## config.mk

```make
export PLATFORM = sky130hd
export DESIGN_NAME = amm_resp_buffer
export DESIGN_NICKNAME = d
export VERILOG_FILES = /design/src/rtl/amm_resp_pkg.sv /design/src/rtl/amm_resp_fifo.sv /design/src/rtl/amm_resp_buffer.sv
export SDC_FILE = /design/constraint.sdc
export NUM_CORES = 1
export LEC_CHECK = 0
export ABC_AREA = 0
export BUFFER_PORTS_ARGS = -buffer_cell sky130_fd_sc_hd__buf_2
export CAP_MARGIN = 30
export CORE_MARGIN = 2
export CORE_UTILIZATION = 40
export DETAILED_ROUTE_END_ITERATION = 10
export SETUP_SLACK_MARGIN = 0.3
export SLEW_MARGIN = 20
export SYNTH_ARGS = -nofsm -noshare
export SYNTH_HDL_FRONTEND = slang
export SYNTH_SLANG_ARGS = --single-unit
```

## constraint.sdc

```tcl
create_clock -name clk -period 4.9 [get_ports clk]
set_clock_uncertainty 0.1 [all_clocks]
set_input_delay 0 -clock clk [delete_from_list [all_inputs] [get_ports clk]]
set_output_delay 0 -clock clk [all_outputs]
set_load 0.02 [all_outputs]
```

## src/rtl/amm_resp_pkg.sv

```systemverilog
// ---------------------------------------------------------------------------
// amm_resp_pkg
// Shared types and constants for the Avalon-MM response/push buffer.
//   state_e        : control FSM states (IDLE, RD_RESP, CLEAR)
//   ADDR_STATUS    : 0x00, status word / soft clear
//   ADDR_SCRATCH   : 0x08, general purpose read/write register
//   ADDR_LEVEL     : 0x0C, free space in the push buffer
//   ADDR_DATA_BASE : 0x10, start of the data push window
// ---------------------------------------------------------------------------
package amm_resp_pkg;

    typedef enum logic [1:0] {
        IDLE,
        RD_RESP,
        CLEAR
    } state_e;

    localparam logic [31:0] ADDR_STATUS    = 32'h0000_0000;
    localparam logic [31:0] ADDR_SCRATCH   = 32'h0000_0008;
    localparam logic [31:0] ADDR_LEVEL     = 32'h0000_000C;
    localparam logic [31:0] ADDR_DATA_BASE = 32'h0000_0010;

endpackage

```

## src/rtl/amm_resp_fifo.sv

```systemverilog
// ---------------------------------------------------------------------------
// amm_resp_fifo
// Storage and pointer logic for the push buffer (32-bit words).
// Ports:
//   clk, n_rst     : clock, asynchronous active-low reset
//   clear_i        : synchronous flush of pointers and count
//   push_i         : write pushData_i at the tail (ignored when full)
//   pop_i          : drop the head word (ignored when empty)
//   pushData_i     : word to push
//   headData_o     : current head word, read combinationally
//   full_o, empty_o: occupancy flags
//   count_o        : number of stored words, 0..DEPTH
// ---------------------------------------------------------------------------
module amm_resp_fifo #(
    parameter int DEPTH = 16,
    parameter int CNT_W = $clog2(DEPTH) + 1
) (
    input  logic             clk,
    input  logic             n_rst,
    input  logic             clear_i,
    input  logic             push_i,
    input  logic             pop_i,
    input  logic [31:0]      pushData_i,
    output logic [31:0]      headData_o,
    output logic             full_o,
    output logic             empty_o,
    output logic [CNT_W-1:0] count_o
);

    localparam int PTR_W = $clog2(DEPTH);

    logic [31:0]      mem [DEPTH];
    logic [PTR_W-1:0] wrPtr_q, wrPtr_d;
    logic [PTR_W-1:0] rdPtr_q, rdPtr_d;
    logic [CNT_W-1:0] count_q, count_d;
    logic             doPush;
    logic             doPop;

    assign full_o     = (count_q == CNT_W'(DEPTH));
    assign empty_o    = (count_q == '0);
    assign doPush     = push_i && !full_o && !clear_i;
    assign doPop      = pop_i && !empty_o && !clear_i;
    assign headData_o = mem[rdPtr_q];
    assign count_o    = count_q;

    // Next-state pointers and count. DEPTH is a power of two, so the
    // pointers wrap on their own; a simultaneous push and pop cancels out.
    always_comb begin
        wrPtr_d = wrPtr_q;
        rdPtr_d = rdPtr_q;
        count_d = count_q;
        if (clear_i) begin
            wrPtr_d = '0;
            rdPtr_d = '0;
            count_d = '0;
        end else begin
            if (doPush) wrPtr_d = wrPtr_q + PTR_W'(1);
            if (doPop)  rdPtr_d = rdPtr_q + PTR_W'(1);
            if (doPush && !doPop)      count_d = count_q + CNT_W'(1);
            else if (doPop && !doPush) count_d = count_q - CNT_W'(1);
        end
    end

    // Pointer and count registers.
    always_ff @(posedge clk or negedge n_rst) begin
        if (!n_rst) begin
            wrPtr_q <= '0;
            rdPtr_q <= '0;
            count_q <= '0;
        end else begin
            wrPtr_q <= wrPtr_d;
            rdPtr_q <= rdPtr_d;
            count_q <= count_d;
        end
    end

    // Word storage has no reset; only entries below the count are ever observed.
    always_ff @(posedge clk) begin
        if (doPush) mem[wrPtr_q] <= pushData_i;
    end

endmodule

```

## src/rtl/amm_resp_buffer.sv

```systemverilog
// ---------------------------------------------------------------------------
// amm_resp_buffer
// Avalon-MM slave with a small register map and a push buffer drained by a
// local consumer.
// Ports:
//   clk, n_rst                 : clock, asynchronous active-low reset
//   address, read, write,
//   writedata                  : Avalon-MM request side
//   waitrequest, readdata,
//   readdatavalid              : Avalon-MM response side (1-cycle read latency)
//   drain_data, drain_valid,
//   drain_ready                : head-of-buffer consumer handshake
//   err                        : sticky error (read/write collision, bad address)
// Optional feature: define AMM_RESP_ADDR_CHECK_EN to require DATA writes to
// arrive at consecutive word addresses starting from 0x10.
// ---------------------------------------------------------------------------
module amm_resp_buffer
    import amm_resp_pkg::*;
#(
    parameter int DEPTH = 16,
    parameter int CNT_W = $clog2(DEPTH) + 1
) (
    input  logic        clk,
    input  logic        n_rst,
    input  logic [31:0] address,
    input  logic        read,
    input  logic        write,
    input  logic [31:0] writedata,
    output logic        waitrequest,
    output logic [31:0] readdata,
    output logic        readdatavalid,
    output logic [31:0] drain_data,
    output logic        drain_valid,
    input  logic        drain_ready,
    output logic        err
);

    state_e           state_q;
    logic [31:0]      scratch_q;
    logic [31:0]      readData_q;
    logic             readDataValid_q;
    logic             err_q;

    logic             fifoFull;
    logic             fifoEmpty;
    logic [CNT_W-1:0] fifoCount;
    logic [CNT_W-1:0] freeSpace;
    logic [31:0]      regReadValue;

    logic             isIdle;
    logic             isData;
    logic             dataStall;
    logic             rdAccept;
    logic             wrAccept;
    logic             addrOk;
    logic             dataPush;
    logic             softClear;

`ifdef AMM_RESP_ADDR_CHECK_EN
    logic [31:0]      expAddr_q;
    assign addrOk = (address == expAddr_q);
`else
    assign addrOk = 1'b1;
`endif

    // Request qualification. A read always wins in IDLE; a concurrent write
    // is simply not taken. Only a DATA write into a full buffer is stalled.
    assign isIdle    = (state_q == IDLE);
    assign isData    = (address >= ADDR_DATA_BASE);
    assign dataStall = write && !read && isData && fifoFull;
    assign rdAccept  = isIdle && read;
    assign wrAccept  = isIdle && write && !read && !(isData && fifoFull);
    assign dataPush  = wrAccept && isData && addrOk;
    assign softClear = wrAccept && (address == ADDR_STATUS) && writedata[0];
    assign freeSpace = CNT_W'(DEPTH) - fifoCount;

    assign waitrequest   = !isIdle || dataStall;
    assign readdata      = readData_q;
    assign readdatavalid = readDataValid_q;
    assign drain_valid   = !fifoEmpty;
    assign err           = err_q;

    // Register read mux, captured into readData_q when a read is accepted.
    always_comb begin
        regReadValue = '0;
        if (address == ADDR_STATUS)
            regReadValue = {err_q, 15'b0, 16'(fifoCount)};
        else if (address == ADDR_SCRATCH)
            regReadValue = scratch_q;
        else if (address == ADDR_LEVEL)
            regReadValue = 32'(freeSpace);
    end

    amm_resp_fifo #(
        .DEPTH (DEPTH),
        .CNT_W (CNT_W)
    ) u_fifo (
        .clk        (clk),
        .n_rst      (n_rst),
        .clear_i    (state_q == CLEAR),
        .push_i     (dataPush),
        .pop_i      (drain_ready),
        .pushData_i (writedata),
        .headData_o (drain_data),
        .full_o     (fifoFull),
        .empty_o    (fifoEmpty),
        .count_o    (fifoCount)
    );

    // Control FSM with registered read response, scratch and error flag.
    // RD_RESP and CLEAR each last exactly one cycle and hold waitrequest.
    always_ff @(posedge clk or negedge n_rst) begin
        if (!n_rst) begin
            state_q         <= IDLE;
            scratch_q       <= '0;
            readData_q      <= '0;
            readDataValid_q <= 1'b0;
            err_q           <= 1'b0;
`ifdef AMM_RESP_ADDR_CHECK_EN
            expAddr_q       <= ADDR_DATA_BASE;
`endif
        end else begin
            case (state_q)
                IDLE: begin
                    if (rdAccept) begin
                        readData_q      <= regReadValue;
                        readDataValid_q <= 1'b1;
                        state_q         <= RD_RESP;
                        if (write) err_q <= 1'b1;
                    end else if (wrAccept) begin
                        if (address == ADDR_SCRATCH) scratch_q <= writedata;
                        if (softClear) state_q <= CLEAR;
`ifdef AMM_RESP_ADDR_CHECK_EN
                        if (isData && !addrOk) err_q <= 1'b1;
                        if (dataPush) expAddr_q <= expAddr_q + 32'd4;
`endif
                    end
                end
                RD_RESP: begin
                    readDataValid_q <= 1'b0;
                    readData_q      <= '0;
                    state_q         <= IDLE;
                end
                CLEAR: begin
                    err_q   <= 1'b0;
`ifdef AMM_RESP_ADDR_CHECK_EN
                    expAddr_q <= ADDR_DATA_BASE;
`endif
                    state_q <= IDLE;
                end
                default: state_q <= IDLE;
            endcase
        end
    end

endmodule
```

* Word-level counts from Yosys, hierarchy flattened
Memory sizes are Yosys's and may differ from the RTL's. Index checks and enable logic that the tools add are counted. W data, S select, Z words.
Storage, ports and cells: register bits 81, memory bits (writable) 512, bits of input ports 69, output and inout bits 68, word-level logic and storage cells 86, memories 1
Memory list:
- u_fifo.mem | words 16, width 32, rd ports 1, clocked after Yosys merged registers in 0, wr ports 1, RTL line amm_resp_fifo.sv:32 | logic [31:0] mem [DEPTH];
Operators by class: $add $sub $neg 5, $lt $le $gt $ge 1, equality and inequality tests 9, mux-type cells 23, bitwise logic cells 1, reduce and logical (&&, ||, !) cells 38
Operators by type and width (number):
- $mux W32 | 3
- $eq A32 B4 Y1 const B | 2
- $pmux W32 S2 | 1
- $ge A32 B5 Y1 const B | 1
- $logic_not A32 Y1 | 1
- $mux W5 | 4
- $logic_and A1 B1 Y1 | 17
- $mux W4 | 4
- $add A4 B1 Y4 const B | 2
- $logic_not A1 Y1 | 8
- $mux W2 | 4
- $reduce_bool A2 Y1 | 4
- $ne A3 B1 Y1 const B | 2
- $add A5 B1 Y5 const B | 1
- $eq A5 B5 Y1 const B | 1
- $logic_not A5 Y1 | 1
- $mux W1 | 5
- $sub A5 B1 Y5 const B | 1
- $sub A5 B5 Y5 const A | 1
- $pmux W1 S2 | 2
- $reduce_and A2 Y1 | 2
- $reduce_and A4 Y1 | 1
- $reduce_and A3 Y1 | 1
- $reduce_bool A3 Y1 | 1
- other kinds (7) | 7

* Depth between registers and ports, before layout
Gate-level depths: netlist of the first run.
word-level depth 12, mapped depth 15, gate-level depth less buffers 14

* Hierarchy
A second synthesis of the first run with hierarchy kept.
Unflattened totals: cell total of the unflattened synthesis 1247, area total of the unflattened synthesis 23379.9 um^2
Modules (own cells, without submodules):
- amm_resp_fifo | times used 1, cells an instance 1045, area each 20552.2 um^2, sequential area each 15700.1 um^2
- amm_resp_buffer | times used 1, cells an instance 202, area each 2827.7 um^2, sequential area each 1701.6 um^2

* Least setup slack after synthesis of the first run
Ideal clock, no wire load.
kind reg2reg, start point reg u_fifo.count_q[0] (netlist: u_fifo.count_o[0]), end point mem u_fifo.mem[11][0], enable pin, setup time 0.502 ns, data arrival time 4.681 ns, required time 4.298 ns, setup slack -0.382 ns, cell stages (with the launch flop) 9, buffers on the path 1, period minus slack after synthesis 5.282 ns, path through dfrtp_1 > inv_1 > ha_1 > nor3b_1 > ha_1 > nor2_1 > o21ai_0 > clkbuf_1 > nor4_1
On the way: cells in the longest elaborated chain, start to end 9, elaborated cells between the ends (all ways) 10, classes of those cells 1 x eq/ne; 2 x mux; 7 x reduce/logical
RTL lines:
- start, declared | RTL line amm_resp_fifo.sv:35 | logic [CNT_W-1:0] count_q, count_d;
- start signal, assigned | RTL line amm_resp_fifo.sv:73 | count_q <= count_d;
- $eq A5 B5 Y1 (*) | RTL line amm_resp_fifo.sv:39 | assign full_o = (count_q == CNT_W'(DEPTH));
- $logic_and A1 B1 Y1 | RTL line amm_resp_buffer.sv:72 | assign wrAccept = isIdle && write && !read && !(isData && fifoFull);
- $logic_not A1 Y1 | RTL line amm_resp_buffer.sv:72
- $logic_and A1 B1 Y1 | RTL line amm_resp_buffer.sv:72
- $logic_and A1 B1 Y1 | RTL line amm_resp_buffer.sv:73 | assign dataPush = wrAccept && isData && addrOk;
- $logic_and A1 B1 Y1 (*) (2 in series) | RTL line amm_resp_fifo.sv:41 | assign doPush = push_i && !full_o && !clear_i;
- $mux W1 (*) | RTL line amm_resp_fifo.sv:79 | if (doPush) mem[wrPtr_q] <= pushData_i;
- $mux W1 (implied by the code) (*) | RTL line amm_resp_fifo.sv:79
- end, declared | RTL line amm_resp_fifo.sv:32
Mark *: on every way between the ends. The rest lies on a longest branch, timed or not.

* Worst setup path after layout of the first run
start point reg u_fifo.rdPtr_q[1], end point out drain_data[31]
On the way: cells in the longest elaborated chain, start to end 1
RTL lines:
- start, declared | RTL line amm_resp_fifo.sv:34 | logic [PTR_W-1:0] rdPtr_q, rdPtr_d;
- start signal, assigned | RTL line amm_resp_fifo.sv:72 | rdPtr_q <= rdPtr_d;
- $mem_v2 Z16 W32
- end, declared | RTL line amm_resp_buffer.sv:32 | output logic [31:0] drain_data,
No other way between the ends.

==> key figures, run 1 <==
Timing
  • Slew headroom: between 30% and 40%
  • Setup ws final: about 1.2 ns
  • Hold slack: between 0.07 and 0.08 ns
  • Max Slew Vio Count: 0
  • # setup viols final: 0
  • Min Clock Period, post-route: 3.68 ns
  • RSZ-0062 raised after global routing: false
  • Final hold vios: 0
  • Tcrit/Tclk final: 75.0%
  • Slew @ Worst Pin: about 0.94 ns
  • Fmax: 0.272 GHz

Floorplanning
  • Initial Util: 40.5%
  • Die Ht: between 200 and 250 um
  • Row count: 88
  • Die W: roughly 250 um
  • Die area: about 60000 um2
  • IO Pins: between 100 and 150
  • Core area: around 58000 um2

Placed design
  • Dpl ws: 1.28 ns
  • Number of port buffers: approximately 140
  • Area of placed instances: 25200 um2
  • HPWL after DPL: approximately 30000 um
  • RePlAce Congestion: ~0.74

Power
  • Sw Pwr: roughly 4.6 mW
  • Int Power: 9.93 mW
  • Combinational power share: 28.1%
  • Static Leak: around 10 nW
  • Sw frac: around a third
  • Pwr Total: approximately 15 mW
  • VDD IR max: between 0.0003 and 0.0004 V
  • Cell Pwr Density: about 520 nW/um2
  • Seq pwr share: about two fifths
  • Clock network fraction of design power: a little under a third

Routing
  • WL per Instance: 23.8 um
  • Routed vias: approximately 12000
  • Initial DRC Count: 944
  • First-pass DRT Iterations: 5
  • Post-route DRC: 0
  • Vias per inst: 5.46
  • Post-Route WL: about 54000 um
  • Final ANT Viol Nets: 0

Global route
  • Initial antenna violation count: 0
  • Gr usage total: 17.9%
  • First-pass GRT wire length: 79900 um
  • Met3 usage: 3.02%
  • Congestion Overflow GR: 0
  • Vias in the first global route: 12663
  • Largest net degree at the start of global routing: 66
  • Most Crowded Layer GR: met2
  • GR Layer Usage met1: around 25%
  • Met2 Use GR: ~29%

Cells and area
  • Fill cells: approximately 4900
  • Final net count: 1539
  • Ratio of cells with drive above 1 in the final layout: 26.2%
  • Finished Cell Area: 27700 um2
  • Area grow syn2layout: 18.3%
  • Antenna Cells: 0

Clock tree
  • Worst-Skew Late Latency: 0.60 ns
  • Root Buffer: clkbuf_16
  • CTS tree: yes
  • Sink Count: 593
  • Cts bufs inserted: 60
  • H-tree lvl count: 2
  • Clock buffer depth: 3
  • Clock-pin slew on the worst setup and hold paths: 0.06 ns

Worst setup path
  • WS Path Type: reg -> out
  • Worst path max stage delay: ~0.89 ns
  • Element type at the critical path end: primary output
  • CP Data Required Time: 4.80 ns
  • Cell Chain, Critical Path: and2_2, buf_4, a221oi_1, a22oi_1, nand2_1, buf_2
  • Startpoint types: register
  • CP bufs+invs: 2
  • WP data arrival: ~3.6 ns
  • Worst-path maximum fanout: 28
  • Worst path slowest cell: dfrtp_2
  • Crit-path leading delay family: simple AND/OR/NAND/NOR gates

Yosys
  • Netlist Area Pre-Place: roughly 23000 um2
  • Sequential fraction of the synthesis area: 74.4%
  • Asr flop ratio synth: between 10% and 20%
  • EDFF count, synth: 512
  • Syn Nets: between 1000 and 1500
  • Top FF cell, synth: edfxtp_1
  • Yosys warns: 0
  • Synth unique cells: 49
  • Avg Inst Size Synth: approximately 19 um2
  • Syn Inst Count: between 1000 and 1500
  • FF+latch count, synth: 593

Job
  • Max cap viols: 0

Outcome
  • Status: finished, final reports clean

Hold path
  • Hold/Removal Path Class: in -> reg
-- state kept, by name, indices dropped and copies added (netlist names) --
name	cells
err	1
readdata	32
readdatavalid	1
scratch_q	32
state_q	2
u_fifo.count_o	5
u_fifo.mem	512
u_fifo.rdPtr_q	4
u_fifo.wrPtr_q	4
-- cell type report --
cell class                      count  area [um2]  area share (%)
Tap cell                          765         957            3.46
Clock buffer                       75        1590            5.75
Timing Repair Buffer              232        1600            5.80
Inverter                           14        52.6           0.190
Clock inverter                     37         322            1.16
Sequential cell                   593       17400            63.0
Multi-Input combinational cell    555        5720            20.7
-- final timing paths --
kind,start,end,slack [ns],cells after the start
min in group asynchronous,n_rst,u_fifo.count_o[0],0.50,4
worst min register to register,scratch_q[30],readdata[30],0.39,1
worst min-delay path,address[25],scratch_q[7],0.08,6
max in group asynchronous,n_rst,readdata[14],3.28,5
worst max-delay path,u_fifo.rdPtr_q[1],drain_data[31],1.22,6
worst max register to register,u_fifo.count_o[0],u_fifo.count_o[4],1.29,15
-- through the flow --
stage          utilization [%]  TNS [ns]  std cells
2_1_floorplan                -    -48.93       1229
6_report                  47.9         0       2271
3_3_place_gp              43.6         0       2102
3_5_place_dp              43.7         0       2105
4_1_cts                   47.9         0       2268
5_1_grt                   47.9         0       2271
-- synthesized netlist by cell type, drive strengths merged, types with 2 or more instances --
cell	number	area, um2
nor2	21	78.8
xnor2	4	35.0
nand3	2	15.0
a221oi	64	561
nand2b	2	12.5
a21oi	3	15.0
or2	2	12.5
xor2	3	26.3
a22oi	32	240
clkbuf	34	128
mux2i	136	1360
nor4	16	196
buf	33	190
mux4	64	1440
a22o	32	280
nor2b	5	31.3
mux2	35	507
o21ai	39	195
nand2	50	188
o211ai	2	15.0
dfrtp	81	2030
and2	3	18.8
edfxtp	512	15400
nor3	11	55.1
ha	13	163
inv	14	52.6
a21o	2	15.0
-- worst reg2reg max path, delay by kind of cell (launching register included) --
family                     cells  cell delay [ns]
buffers and inverters          4             0.61
AOI/OAI and AO/OA              3             0.63
DFF                            1             0.44
muxes                          2             0.43
and+or+nand+nor                2             0.40
adders and majority gates      4             0.93
-- routing by layer --
layer / share of wire [%] / wire [um]
met5: 0 / 0
met4: 2.1 / 1160
met3: 5.4 / 2950
met2: 48 / 25700
met1: 45 / 24300
-- power groups by stage --
stage	sequential, mW	clock (mW)	combinational (mW)
3_3_place_gp	6.09	0	4.06
2_1_floorplan	5.89	0	2.92
3_5_place_dp	6.10	0	4.10
4_1_cts	6.00	4.55	4.13
6_report	5.99	4.45	4.07
5_1_grt	6.02	4.74	4.40
-- cell usage in the layout (no fill, tap or decap), types with 14 or more instances in the layout --
master / instances
a221oi_1: 64
a22o_1: 32
nor2_1: 17
a22oi_1: 32
dfrtp_1: 79
dlygate4sd3_1: 52
mux2i_1: 136
clkinv_1: 16
mux4_2: 64
nand2_1: 50
mux2_4: 30
clkbuf_16: 61
o21ai_0: 38
buf_2: 135
edfxtp_1: 512
inv_1: 14
buf_4: 38
-- logic make-up after synthesis --
family / Yosys count / synth area share, %
fa+ha+maj: 14 / 0.781
xor+xnor: 7 / 0.262
flops: 593 / 74.4
compound gates: 180 / 5.86
buf+inv: 81 / 1.58
simple gates: 119 / 2.92
mux: 235 / 14.2
-- repair_timing --
action,4_1_cts,5_1_grt
endpoints found under the hold margin,648,25
buffers inserted,0,0
hold buffers,51,1
resized for setup,0,0
No activity file was read; power rests on OpenSTA's default activity.
==> inputs of run 2 (changes only) <==
- clock period: 4.9 -> 3.45 ns (I/O delays scaled with it)
==> run 2 against run 1 <==
Sequential share of layout area shrank 0.68 points. Combinational power grew 54%. Clock-buffer cell count grew 8. Final cell count grew 0.66%. Core utilization grew 0.54 points. Sequential power grew 40%. Global-route usage shrank 0.55 points. Critical path depth is the same. Total power grew 43%. Non-clock buffer count grew 15. Via count is essentially flat. Critical path type unchanged. Highest routed layer unchanged.
==> key figures, run 2 (synthesized netlist as in run 1, its figures left out) <==
Outcome
  • Status: finished, final reports clean

Clock tree
  • Worst-Skew Late Latency: 0.61 ns (about the same)
  • Clock buffer depth: 3 (unchanged)
  • Sink Count: 593 (unchanged)
  • Root Buffer: clkbuf_16
  • CTS tree: yes
  • Clock-pin slew on the worst setup and hold paths: 0.06 ns (about the same)
  • H-tree lvl count: 2 (unchanged)
  • Cts bufs inserted: 59 (-1.7%)

Worst setup path
  • CP Data Required Time: 3.35 ns (-1.45 ns)
  • Element type at the critical path end: primary output
  • WS Path Type: reg -> out
  • Startpoint types: register
  • Worst-path maximum fanout: 16 (-43%)
  • WP data arrival: 2.96 ns (-0.62 ns)
  • R2r setup slk: 0.40 ns (-0.89 ns)

Placed design
  • RePlAce Congestion: 0.766 (+3.2%)
  • HPWL after DPL: 29900 um (about the same)
  • Area of placed instances: 25500 um2 (+1.2%)
  • Dpl ws: 0.166 ns (-1.11 ns)
  • Number of port buffers: 136 (unchanged)

Cells and area
  • Largest Register: u_fifo.mem
  • Area grow syn2layout: 19.6%
  • Final net count: 1554 (+0.97%)
  • Final core utilization: 48.5% (+0.54 points)
  • Ratio of cells with drive above 1 in the final layout: 27.6% (+1.5 points)
  • Leading cell type in the layout, fill and taps excluded: edfxtp_1
  • Multi-input logic area: 5850 um2 (+2.2%)
  • Finished Cell Area: 28000 um2 (+1.1%)
  • Antenna Cells: 0 (unchanged)
  • Most frequent cells in the layout: edfxtp_1, mux2i_1, buf_2, dfrtp_1, mux4_2
  • Fill cells: 4799 (-1.7%)
  • Largest register FFs: 512 (unchanged)
  • Sequential Area: 17400 um2 (about the same)

Job
  • Max cap viols: 0 (unchanged)

Timing
  • RSZ-0062 raised after global routing: true
  • Max Slew Vio Count: 0 (unchanged)
  • Tcrit/Tclk final: ~90%
  • Final hold vios: 0 (unchanged)
  • Slew headroom: 43.0% (+6.0 points)
  • Fmax: between 0.3 and 0.4 GHz
  • Final setup TNS: 0 ns (unchanged)
  • Setup ws final: 0.386 ns (-0.838 ns)
  • Slew @ Worst Pin: 0.847 ns (-0.0893 ns)
  • # setup viols final: 0 (unchanged)
  • Min Clock Period, post-route: a little over 3 ns

Floorplanning
  • Row count: 88 (unchanged)
  • Die area: 60400 um2 (unchanged)
  • IO Pins: 137 (unchanged)
  • Die W: 246 um (unchanged)
  • Initial Util: 40.5% (unchanged)
  • Die Ht: 246 um (unchanged)
  • Core area: 57700 um2 (unchanged)

Power
  • Combinational power share: 30.2% (+2.1 points)
  • Sw Pwr: 6.65 mW (+45%)
  • VDD IR max: 0.000521 V (+50%)
  • Cell Pwr Density: 742 nW/um2 (+41%)
  • Sw frac: 32.1% (+0.50 points)
  • Seq pwr share: 40.5% (-0.8 points)
  • Int Power: 14.1 mW (+42%)
  • Static Leak: 10.1 nW (+1.5%)
  • Clock network fraction of design power: 29.3% (-1.4 points)

Routing
  • Post-route DRC: 0 (unchanged)
  • Vias per inst: 5.42 (-0.69%)
  • Final ANT Viol Nets: 0 (unchanged)
  • First-pass DRT Iterations: 5 (unchanged)
  • Routed vias: 12391 (-0.032%)
  • WL per Instance: 22.8 um (-4.4%)
  • Initial DRC Count: 945 (+0.11%)
  • Post-Route WL: 52000 um (-3.7%)

Global route
  • First-pass GRT wire length: 78700 um (-1.5%)
  • Gr usage total: 17.4% (-0.55 points)
  • Congestion Overflow GR: 0 (unchanged)
  • Initial antenna violation count: 1 (+1)
  • Vias in the first global route: 12631 (-0.25%)
  • Largest net degree at the start of global routing: 54 (-18%)

Hold path
  • Hold/Removal Path Class: in -> reg
-- run 2: cell count changes in the layout (fill, tap and decap cells not counted), sizes merged, moves of 2 or more --
| cell | previous run | this run |
|---|---|---|
| clkinv | 29 | 19 |
| buf | 180 | 196 |
| bufinv | 6 | 3 |
| dlygate4sd3 | 52 | 50 |
| inv | 15 | 18 |
| clkbuf | 75 | 83 |
-- run 2: worst max-delay path, stage by stage (launching register included) --
cell and delay [ns]:
dfrtp_4 0.64, and2_2 0.39, buf_4 0.26, a221oi_1 0.54, o21ai_0 0.15, nand2_1 0.17
buf_2 0.20
-- run 2: cell type report --
cell class | instances | share of cell area, %
clock buffers | 83 | 5.74
clock inverters | 28 | 0.796
inverters | 14 | 0.188
multi-input cells | 556 | 20.9
flip-flops and latches | 593 | 62.3
well taps | 765 | 3.42
repair buffers | 247 | 6.67
-- run 2: what timing repair did --
item                                    4_1_cts  5_1_grt
hold endpoints to repair                    613        0
setup buffers                                 0        7
hold buffers                                 52        0
resized for setup                             3        8
endpoints found under the setup margin        7       25
cloned                                        1        0
-- run 2: per-stage QoR --
step / std cells / hold slack (ns) / power (mW)
floorplan: 1229 / -0.396 / 12.6
global placement: 2115 / 0.0574 / 14.6
detailed placement: 2115 / 0.0699 / 14.7
CTS: 2279 / 0.0338 / 20.9
global route: 2286 / 0.0653 / 21.7
finish: 2286 / 0.0660 / 20.7
-- run 2: final timing paths --
check / start / to / depth (start not counted)
max in group asynchronous: n_rst / scratch_q[23] / 4
min in group asynchronous: n_rst / readdata[13] / 4
worst max-delay path: u_fifo.rdPtr_q[1] / drain_data[6] / 6
worst min register to register: readdatavalid / readdatavalid / 2
worst min-delay path: address[30] / readdata[11] / 6
worst max register to register: u_fifo.count_o[0] / u_fifo.count_o[4] / 14
-- run 2: power groups by stage --
stage          sequential, mW  clock, mW  combinational (mW)
6_report                 8.40       6.08                6.26
5_1_grt                  8.43       6.50                6.81
4_1_cts                  8.46       6.23                6.17
3_5_place_dp             8.60          0                6.08
3_3_place_gp             8.59          0                6.03
2_1_floorplan            8.36          0                4.23
-- run 2: routing by layer --
| metal | GRT usage [%] | share of wire, % |
|---|---|---|
| met4 | 4.03 | 1.5 |
| met2 | 27.9 | 48 |
| met1 | 25.0 | 46 |
| met3 | 2.75 | 4.5 |
| met5 | 0 | 0 |
